### src/rtl/vga_timing_pkg.sv
// Shared timing constants, colour bit positions and coordinate type for the
// 640x480@60 Hz VGA timing generator.
package vga_timing_pkg;

  localparam int VGA_H_ACTIVE = 640;
  localparam int VGA_H_FP     = 16;
  localparam int VGA_H_SYNC   = 96;
  localparam int VGA_H_BP     = 48;
  localparam int VGA_V_ACTIVE = 480;
  localparam int VGA_V_FP     = 10;
  localparam int VGA_V_SYNC   = 2;
  localparam int VGA_V_BP     = 33;

  localparam int VGA_H_TOTAL = VGA_H_ACTIVE + VGA_H_FP + VGA_H_SYNC + VGA_H_BP;
  localparam int VGA_V_TOTAL = VGA_V_ACTIVE + VGA_V_FP + VGA_V_SYNC + VGA_V_BP;

  localparam int COLOR_R = 2;
  localparam int COLOR_G = 1;
  localparam int COLOR_B = 0;

  localparam int COORD_W = 12;
  typedef logic [COORD_W-1:0] coord_t;

endpackage

### src/rtl/vga_axis_counter.sv
// One timing axis: wrap counter over ACTIVE+FP+SYNC+BP with a registered
// active flag that stays aligned with the count, and a sync window decode.
module vga_axis_counter
  import vga_timing_pkg::*;
#(
  parameter int ACTIVE = VGA_H_ACTIVE,
  parameter int FP     = VGA_H_FP,
  parameter int SYNC   = VGA_H_SYNC,
  parameter int BP     = VGA_H_BP
) (
  input  logic   clk,
  input  logic   rst_n,
  input  logic   enable,
  output coord_t count,
  output logic   wrap,
  output logic   in_active,
  output logic   in_sync
);

  localparam int     TOTAL    = ACTIVE + FP + SYNC + BP;
  localparam coord_t LAST     = coord_t'(TOTAL - 1);
  localparam coord_t ACT_END  = coord_t'(ACTIVE);
  localparam coord_t SYNC_BEG = coord_t'(ACTIVE + FP);
  localparam coord_t SYNC_END = coord_t'(ACTIVE + FP + SYNC);

  coord_t count_q, count_d;
  logic   in_active_q, in_active_d;

  always_comb begin
    wrap    = enable && (count_q == LAST);
    count_d = count_q;
    if (enable) begin
      count_d = wrap ? '0 : count_q + coord_t'(1);
    end
    // Active is derived from the next count so it registers alongside it.
    in_active_d = (count_d < ACT_END);
  end

  always_ff @(posedge clk) begin
    if (!rst_n) begin
      count_q     <= '0;
      in_active_q <= 1'b1;
    end else begin
      count_q     <= count_d;
      in_active_q <= in_active_d;
    end
  end

  assign count     = count_q;
  assign in_active = in_active_q;
  assign in_sync   = (count_q >= SYNC_BEG) && (count_q < SYNC_END);

endmodule

### src/rtl/vga_timing_generator.sv
// VGA timing top: x/y counters with line/frame strobes, plus a one-cycle
// output stage that blanks colour and keeps sync pins aligned with it.
module vga_timing_generator
  import vga_timing_pkg::*;
#(
  parameter int   H_ACTIVE    = VGA_H_ACTIVE,
  parameter int   H_FP        = VGA_H_FP,
  parameter int   H_SYNC      = VGA_H_SYNC,
  parameter int   H_BP        = VGA_H_BP,
  parameter int   V_ACTIVE    = VGA_V_ACTIVE,
  parameter int   V_FP        = VGA_V_FP,
  parameter int   V_SYNC      = VGA_V_SYNC,
  parameter int   V_BP        = VGA_V_BP,
  parameter logic SYNC_ACTIVE = 1'b0
) (
  input  logic         CLOCK_25,
  input  logic         rst_n,
  input  logic [2:0]   color,
  output logic [11:0]  x,
  output logic [11:0]  y,
  output logic         active,
  output logic         line_start,
  output logic         frame_start,
  output logic         vga_hs,
  output logic         vga_vs,
  output logic         vga_r,
  output logic         vga_g,
  output logic         vga_b
);

  coord_t h_count, v_count;
  logic   h_wrap, v_wrap;
  logic   h_active, v_active;
  logic   h_sync, v_sync;

  vga_axis_counter #(
    .ACTIVE (H_ACTIVE),
    .FP     (H_FP),
    .SYNC   (H_SYNC),
    .BP     (H_BP)
  ) u_h_axis (
    .clk       (CLOCK_25),
    .rst_n     (rst_n),
    .enable    (1'b1),
    .count     (h_count),
    .wrap      (h_wrap),
    .in_active (h_active),
    .in_sync   (h_sync)
  );

  vga_axis_counter #(
    .ACTIVE (V_ACTIVE),
    .FP     (V_FP),
    .SYNC   (V_SYNC),
    .BP     (V_BP)
  ) u_v_axis (
    .clk       (CLOCK_25),
    .rst_n     (rst_n),
    .enable    (h_wrap),
    .count     (v_count),
    .wrap      (v_wrap),
    .in_active (v_active),
    .in_sync   (v_sync)
  );

  logic line_start_q, line_start_d;
  logic frame_start_q, frame_start_d;
  logic hs_q, hs_d;
  logic vs_q, vs_d;
  logic r_q, r_d;
  logic g_q, g_d;
  logic b_q, b_d;

  assign active = h_active & v_active;

  always_comb begin
    // v_wrap already requires h_wrap, so frame_start implies line_start.
    line_start_d  = h_wrap;
    frame_start_d = v_wrap;
    r_d  = active & color[COLOR_R];
    g_d  = active & color[COLOR_G];
    b_d  = active & color[COLOR_B];
    hs_d = h_sync ? SYNC_ACTIVE : ~SYNC_ACTIVE;
    vs_d = v_sync ? SYNC_ACTIVE : ~SYNC_ACTIVE;
  end

  always_ff @(posedge CLOCK_25) begin
    if (!rst_n) begin
      line_start_q  <= 1'b0;
      frame_start_q <= 1'b0;
      hs_q          <= ~SYNC_ACTIVE;
      vs_q          <= ~SYNC_ACTIVE;
      r_q           <= 1'b0;
      g_q           <= 1'b0;
      b_q           <= 1'b0;
    end else begin
      line_start_q  <= line_start_d;
      frame_start_q <= frame_start_d;
      hs_q          <= hs_d;
      vs_q          <= vs_d;
      r_q           <= r_d;
      g_q           <= g_d;
      b_q           <= b_d;
    end
  end

  assign x           = h_count;
  assign y           = v_count;
  assign line_start  = line_start_q;
  assign frame_start = frame_start_q;
  assign vga_hs      = hs_q;
  assign vga_vs      = vs_q;
  assign vga_r       = r_q;
  assign vga_g       = g_q;
  assign vga_b       = b_q;

endmodule
### config.mk
export PLATFORM = sky130hd
export DESIGN_NAME = vga_timing_generator
export DESIGN_NICKNAME = d
export VERILOG_FILES = /design/src/rtl/vga_timing_pkg.sv /design/src/rtl/vga_axis_counter.sv /design/src/rtl/vga_timing_generator.sv
export SDC_FILE = /design/constraint.sdc
export NUM_CORES = 1
export LEC_CHECK = 0
export ABC_AREA = 1
export ABC_CLOCK_PERIOD_IN_PS = 1800
export CAP_MARGIN = 20
export CORE_MARGIN = 4
export CORE_UTILIZATION = 25
export DETAILED_ROUTE_END_ITERATION = 10
export PLACE_DENSITY = 0.54
export SKIP_LAST_GASP = 1
export SYNTH_ARGS = -nofsm -noshare
export SYNTH_HDL_FRONTEND = slang
export SYNTH_SLANG_ARGS = --single-unit
### constraint.sdc
create_clock -name CLOCK_25 -period 1.8 [get_ports CLOCK_25]
set_clock_uncertainty 0.2 [all_clocks]
set_input_delay 0.54 -clock CLOCK_25 [delete_from_list [all_inputs] [get_ports CLOCK_25]]
set_output_delay 0.54 -clock CLOCK_25 [all_outputs]
set_load 0.005 [all_outputs]
=== Word level (Yosys, flattened, before mapping) ===
Cells that the tools add are included.

* Register bits after elaboration: 33
* Bits of input ports: 5
* Output and inout bits: 32

* Equality and inequality tests: 2
* $add $sub $neg: 2
* Muxes and demuxes: 5
* Bitwise operators: 4
* Reductions and logical operators: 3
* $lt $le $gt $ge: 6

{| class="wikitable"
|+ Operators with widths
! cell !! count
|-
| $mux W12 || 3
|-
| $add A12 B1 Y12 const B || 2
|-
| $eq A12 B10 Y1 const B || 2
|-
| $lt A12 B10 Y1 const B || 2
|-
| $lt A12 B9 Y1 const B || 2
|-
| $ge A12 B10 Y1 const B || 1
|-
| $ge A12 B9 Y1 const B || 1
|-
| $and A1 B1 Y1 || 4
|-
| $logic_and A1 B1 Y1 || 3
|-
| $mux W1 || 2
|}

=== Depth between registers and ports, before layout ===
* Depth after elaboration: 5
* Mapped depth: 11

=== Hierarchy ===
A second synthesis with hierarchy kept.

* Cell total of the unflattened synthesis: 240
* Area, all modules: 1,694.1 µm²

{| class="wikitable"
|+ Modules (own cells, without submodules)
! module !! sequential area each (µm²) !! area an instance (µm²) !! instances !! cells each
|-
| vga_axis_counter (u_v_axis) || 260.2 || 779.5 || 1 || 119
|-
| vga_axis_counter (u_h_axis) || 260.2 || 718.2 || 1 || 99
|-
| vga_timing_generator || 140.1 || 196.4 || 1 || 22
|}

=== Least setup slack after synthesis ===
OpenSTA, ideal clock, no wires.

* Path type: register to register
* Start: reg u_h_axis.count_q[0] (netlist: u_h_axis.count[0])
* End: reg u_v_axis.in_active_q (netlist: u_v_axis.in_active)
* Setup slack: 0.063 ns
* Setup time: 0.113 ns
* Clock period less this slack: 1.737 ns
* Arrival time: 1.423 ns
* Required time: 1.487 ns
* Cell stages (with the launch flop): 9
* Cells stage by stage: dfxtp_1 ha_1 nand2_2 nor2_8 nand3_4 o21ai_1 nand4_1 nand3_1 nand2_1

* Word-level cells in the longest chain between the ends: 5

{| class="wikitable"
|+ Ends and longest elaborated chain
! item !! RTL line !! source
|-
| from (decl) || vga_axis_counter.sv:26 || <nowiki>coord_t count_q, count_d;</nowiki>
|-
| from (signal assigned) || vga_axis_counter.sv:44 || <nowiki>count_q <= count_d;</nowiki>
|-
| $eq A12 B10 Y1 (*) || vga_axis_counter.sv:30 || <nowiki>wrap = enable && (count_q == LAST);</nowiki>
|-
| $logic_and A1 B1 Y1 || vga_axis_counter.sv:30 ||
|-
| $mux W12 || vga_axis_counter.sv:33 || <nowiki>count_d = wrap ? '0 : count_q + coord_t'(1);</nowiki>
|-
| $mux W12 (*) || vga_axis_counter.sv:32 || <nowiki>if (enable) begin</nowiki>
|-
| $lt A12 B9 Y1 (*) || vga_axis_counter.sv:36 || <nowiki>in_active_d = (count_d < ACT_END);</nowiki>
|-
| to (signal assigned) || vga_axis_counter.sv:45 || <nowiki>in_active_q <= in_active_d;</nowiki>
|-
| to (decl) || vga_axis_counter.sv:27 || <nowiki>logic in_active_q, in_active_d;</nowiki>
|}

Every way passes the cells marked *; elsewhere a longest branch is shown, timed or not.
A chain may end at the register's enable or synchronous reset.

=== Worst setup path after layout ===
* Start: reg u_h_axis.count_q[0] (netlist: u_h_axis.count[0])
* End: out x[0]

{| class="wikitable"
|+ RTL lines
! item !! RTL line !! source
|-
| to (decl) || vga_timing_generator.sv:19 || <nowiki>output logic [11:0] x,</nowiki>
|}

No word-level cell between the ends.

==> summary.md <==
| Metric | Value |
|---|---|
| Die height | `92.0 um` |
| TritonCTS clock tree | `built` |
| Post-synthesis compound-gate area fraction | `5.53%` |
| Place WS | `-0.174 ns` |
| Final setup margin | `0.0641 ns` |
| Main combinational cell family by area after synthesis | `simple AND/OR/NAND/NOR gates` |
| EDFF count, synth | `0` |
| Most common library cells after synthesis | `55 x nand2_1, 37 x inv_1, 37 x nor2_1` |
| Die ar. | `between 0.008 and 0.009 mm^2` |
| Status | `completed` |
| Total routed wirelength | `4660 um` |
| RSZ-0062 raised after global routing | `true` |
| Max-slew violation count | `0` |
| Utilization after layout | `38.8%` |
| Mapped Area | `0.00176 mm^2` |
| IO buf count | `36` |
| Tcrit/Tclk final | `a little over nine tenths` |
| Largest net degree at the start of global routing | `10` |
| Total negative slack | `0 ns` |
| Post-Syn Nets | `260` |
| Leakage power | `around 0.0012 uW` |
| ANT cells | `0` |
| Kind of critical path | `flip-flop to output pin` |
| Clk slew on worst S/H paths | `~0.070 ns` |
| Count leader, synth | `nand2_1` |
| Kind of cell with the highest combined delay on the critical path | `buffers and inverters` |
| Core area | `between 0.006 and 0.007 mm^2` |
| Worst path bufs/invs | `2` |
| DRT iter0 DRCs | `44` |
| Layout cell share with drive strength beyond 1 | `between 20% and 30%` |
| Slew HR | `between 70% and 80%` |
| Xor/xnor share of the synthesized area | `3.48%` |
| Via density | `about 4.3` |
| Vias in the first global route | `1786` |
| # setup viols final | `0` |
| Synth area leaders | `dfxtp_1 37%, nand2_1 12%, inv_1 7.9%` |
| Final hold vios | `0` |
| Total gr overflow | `0` |
| WL/cell | `11.1 um` |
| Clock net sink count | `33` |
| RePlAce Congestion | `roughly 0.83` |
| Max_cap viols | `0` |
| Clk Latency, worst-skew pair | `between 0.2 and 0.3 ns` |
| Max VDD drop | `261 uV` |
| Final hold slack | `0.301 ns` |
| Synth top area share | `37.4%` |
| Register bit total from synthesis | `33` |
| First-pass GRT wire length | `between 7000 and 8000 um` |
| Mean area per synthesized cell | `7.06 um^2` |
| Clock tree buffer depth | `2` |
| Final std cells w/o fill | `420` |
| Share of synthesized registers carrying an async set or reset | `0%` |
| Worst-margin pin slew | `roughly 0.32 ns` |
| Rows | `30` |
| Synth area leader | `dfxtp_1` |
| Synth Instances | `250` |
| Htree depth | `2` |
| Routed Antenna Nets | `0` |
| Post-Synth Adder-Cell Area | `3.55%` |
| Number of distinct library cells after synthesis | `31` |
| Via count | `between 1500 and 2000` |
| First-pass DRT Iterations | `4` |
| Crit-path cells | `buf_4, dlygate4sd2_1` |
| Proportion of synthesized area in mux cells | `0%` |
| Initial Util | `between 20% and 30%` |
| Initial antenna violation count | `0` |
| Cts bufs inserted | `5` |
| Sequential area share after synthesis | `37.4%` |
| Root buf cell | `clkbuf_8` |
| Dominant synthesized flop cell | `dfxtp_1` |
| # DRC | `0` |
| Worst setup SP type | `flip-flop` |
| Worst path max stage delay | `0.32 ns` |
| Power Dens Cells | `518 mW/mm^2` |
| Yosys warning total | `0` |
| Fin nets | `334` |
| Total Routing Usage GR | `11.7%` |
| Crit-path slowest cell | `dfxtp_2` |
| Chip width | `92.0 um` |
| Post-DP HPWL | `3550 um` |
| IO Count | `37` |
| Placed Cells | `around 400` |
| Worst setup EP type | `output pin` |
| Crit path max fanout | `5` |
| Fin crit period | `1.74 ns` |
| WP data arrival | `1.00 ns` |
| Hold Crit Class | `flip-flop to flip-flop` |
| Required @ worst endpoint | `1.06 ns` |
| Max frequency | `between 500 and 600 MHz` |
| Simple-Gate Fraction of Synth Area | `between 40 and 50%` |
| Area grow syn2layout | `50.4%` |
==> cell type report <==
| type | count | area (um^2) |
|---|---|---|
| Tap cell | 96 | 120 |
| Sequential cell | 33 | 712 |
| Fill cell | 757 | 4180 |
| Multi-Input combinational cell | 176 | 997 |
| Timing Repair Buffer | 70 | 587 |
| Inverter | 38 | 150 |
| Clock buffer | 7 | 86.3 |
==> tightest hold or removal path, cell delays in order, from the launching register on <==
cell and delay (ns):
dfxtp_2 0.34, nand2_1 0.06, a21oi_1 0.06
==> cells in the final DEF, fill, tap and decap left out, drive strengths merged, types with 2 or more instances in the layout <==
master	count
dfxtp	33
buf	34
dlygate4sd2	31
nand3	22
nand4	9
clkdlybuf4s50	4
nor2	43
xor2	5
a21oi	6
nand2	59
xnor2	2
o21ai	8
ha	5
nor3	12
clkbuf	7
inv	38
==> through the flow <==
stage | power, uW | cell area [um^2]
6_report | 1370 | 2650
4_1_cts | 1390 | 2570
2_1_floorplan | 786 | 1760
3_3_place_gp | 835 | 2390
5_1_grt | 1430 | 2650
3_5_place_dp | 837 | 2390
==> kinds of logic after synthesis <==
group	after synthesis
flip-flops	33
adder cells (fa/ha/maj)	5
XOR/XNOR	7
buffers and inverters	41
AND/OR/NAND/NOR	147
AO/OA/AOI/OAI	17
==> registers in the layout, summed over array words and instances (netlist names) <==
signal              flops
frame_start             1
line_start              1
u_h_axis.count         12
u_h_axis.in_active      1
u_v_axis.count         12
u_v_axis.in_active      1
vga_b                   1
vga_g                   1
vga_hs                  1
vga_r                   1
vga_vs                  1
==> metal layers <==
metal  track usage, %  share of wire (%)  up-vias
li1                 -                  -      943
met1             14.7                 48      800
met2             19.4                 47       35
met3             3.12                3.8        9
met4             3.47                1.1        0
met5                0                  0        -
==> final timing paths <==
path | from | end | cells past startpoint | slack (ns)
worst min register to register | u_h_axis.count[3] | u_h_axis.count[3] | 2 | 0.30
worst max register to register | u_h_axis.count[10] | u_v_axis.count[1] | 9 | 0.10
worst min-delay path | u_h_axis.count[3] | u_h_axis.count[3] | 2 | 0.30
worst max-delay path | u_h_axis.count[0] | x[0] | 2 | 0.06
==> timing repair <==
action | 4_1_cts | 5_1_grt
resized for setup | 59 | 29
pin swaps | 0 | 13
buffers inserted | 11 | 4
hold buffers | 0 | 0
endpoints found under the setup margin | 32 | 10
==> where the power goes <==
part	switching [uW]	total, uW	internal, uW
clock	270	573	304
sequential	5.48	731	726
combinational	33.2	70.1	36.9
Power figures use the tool's default switching activity.
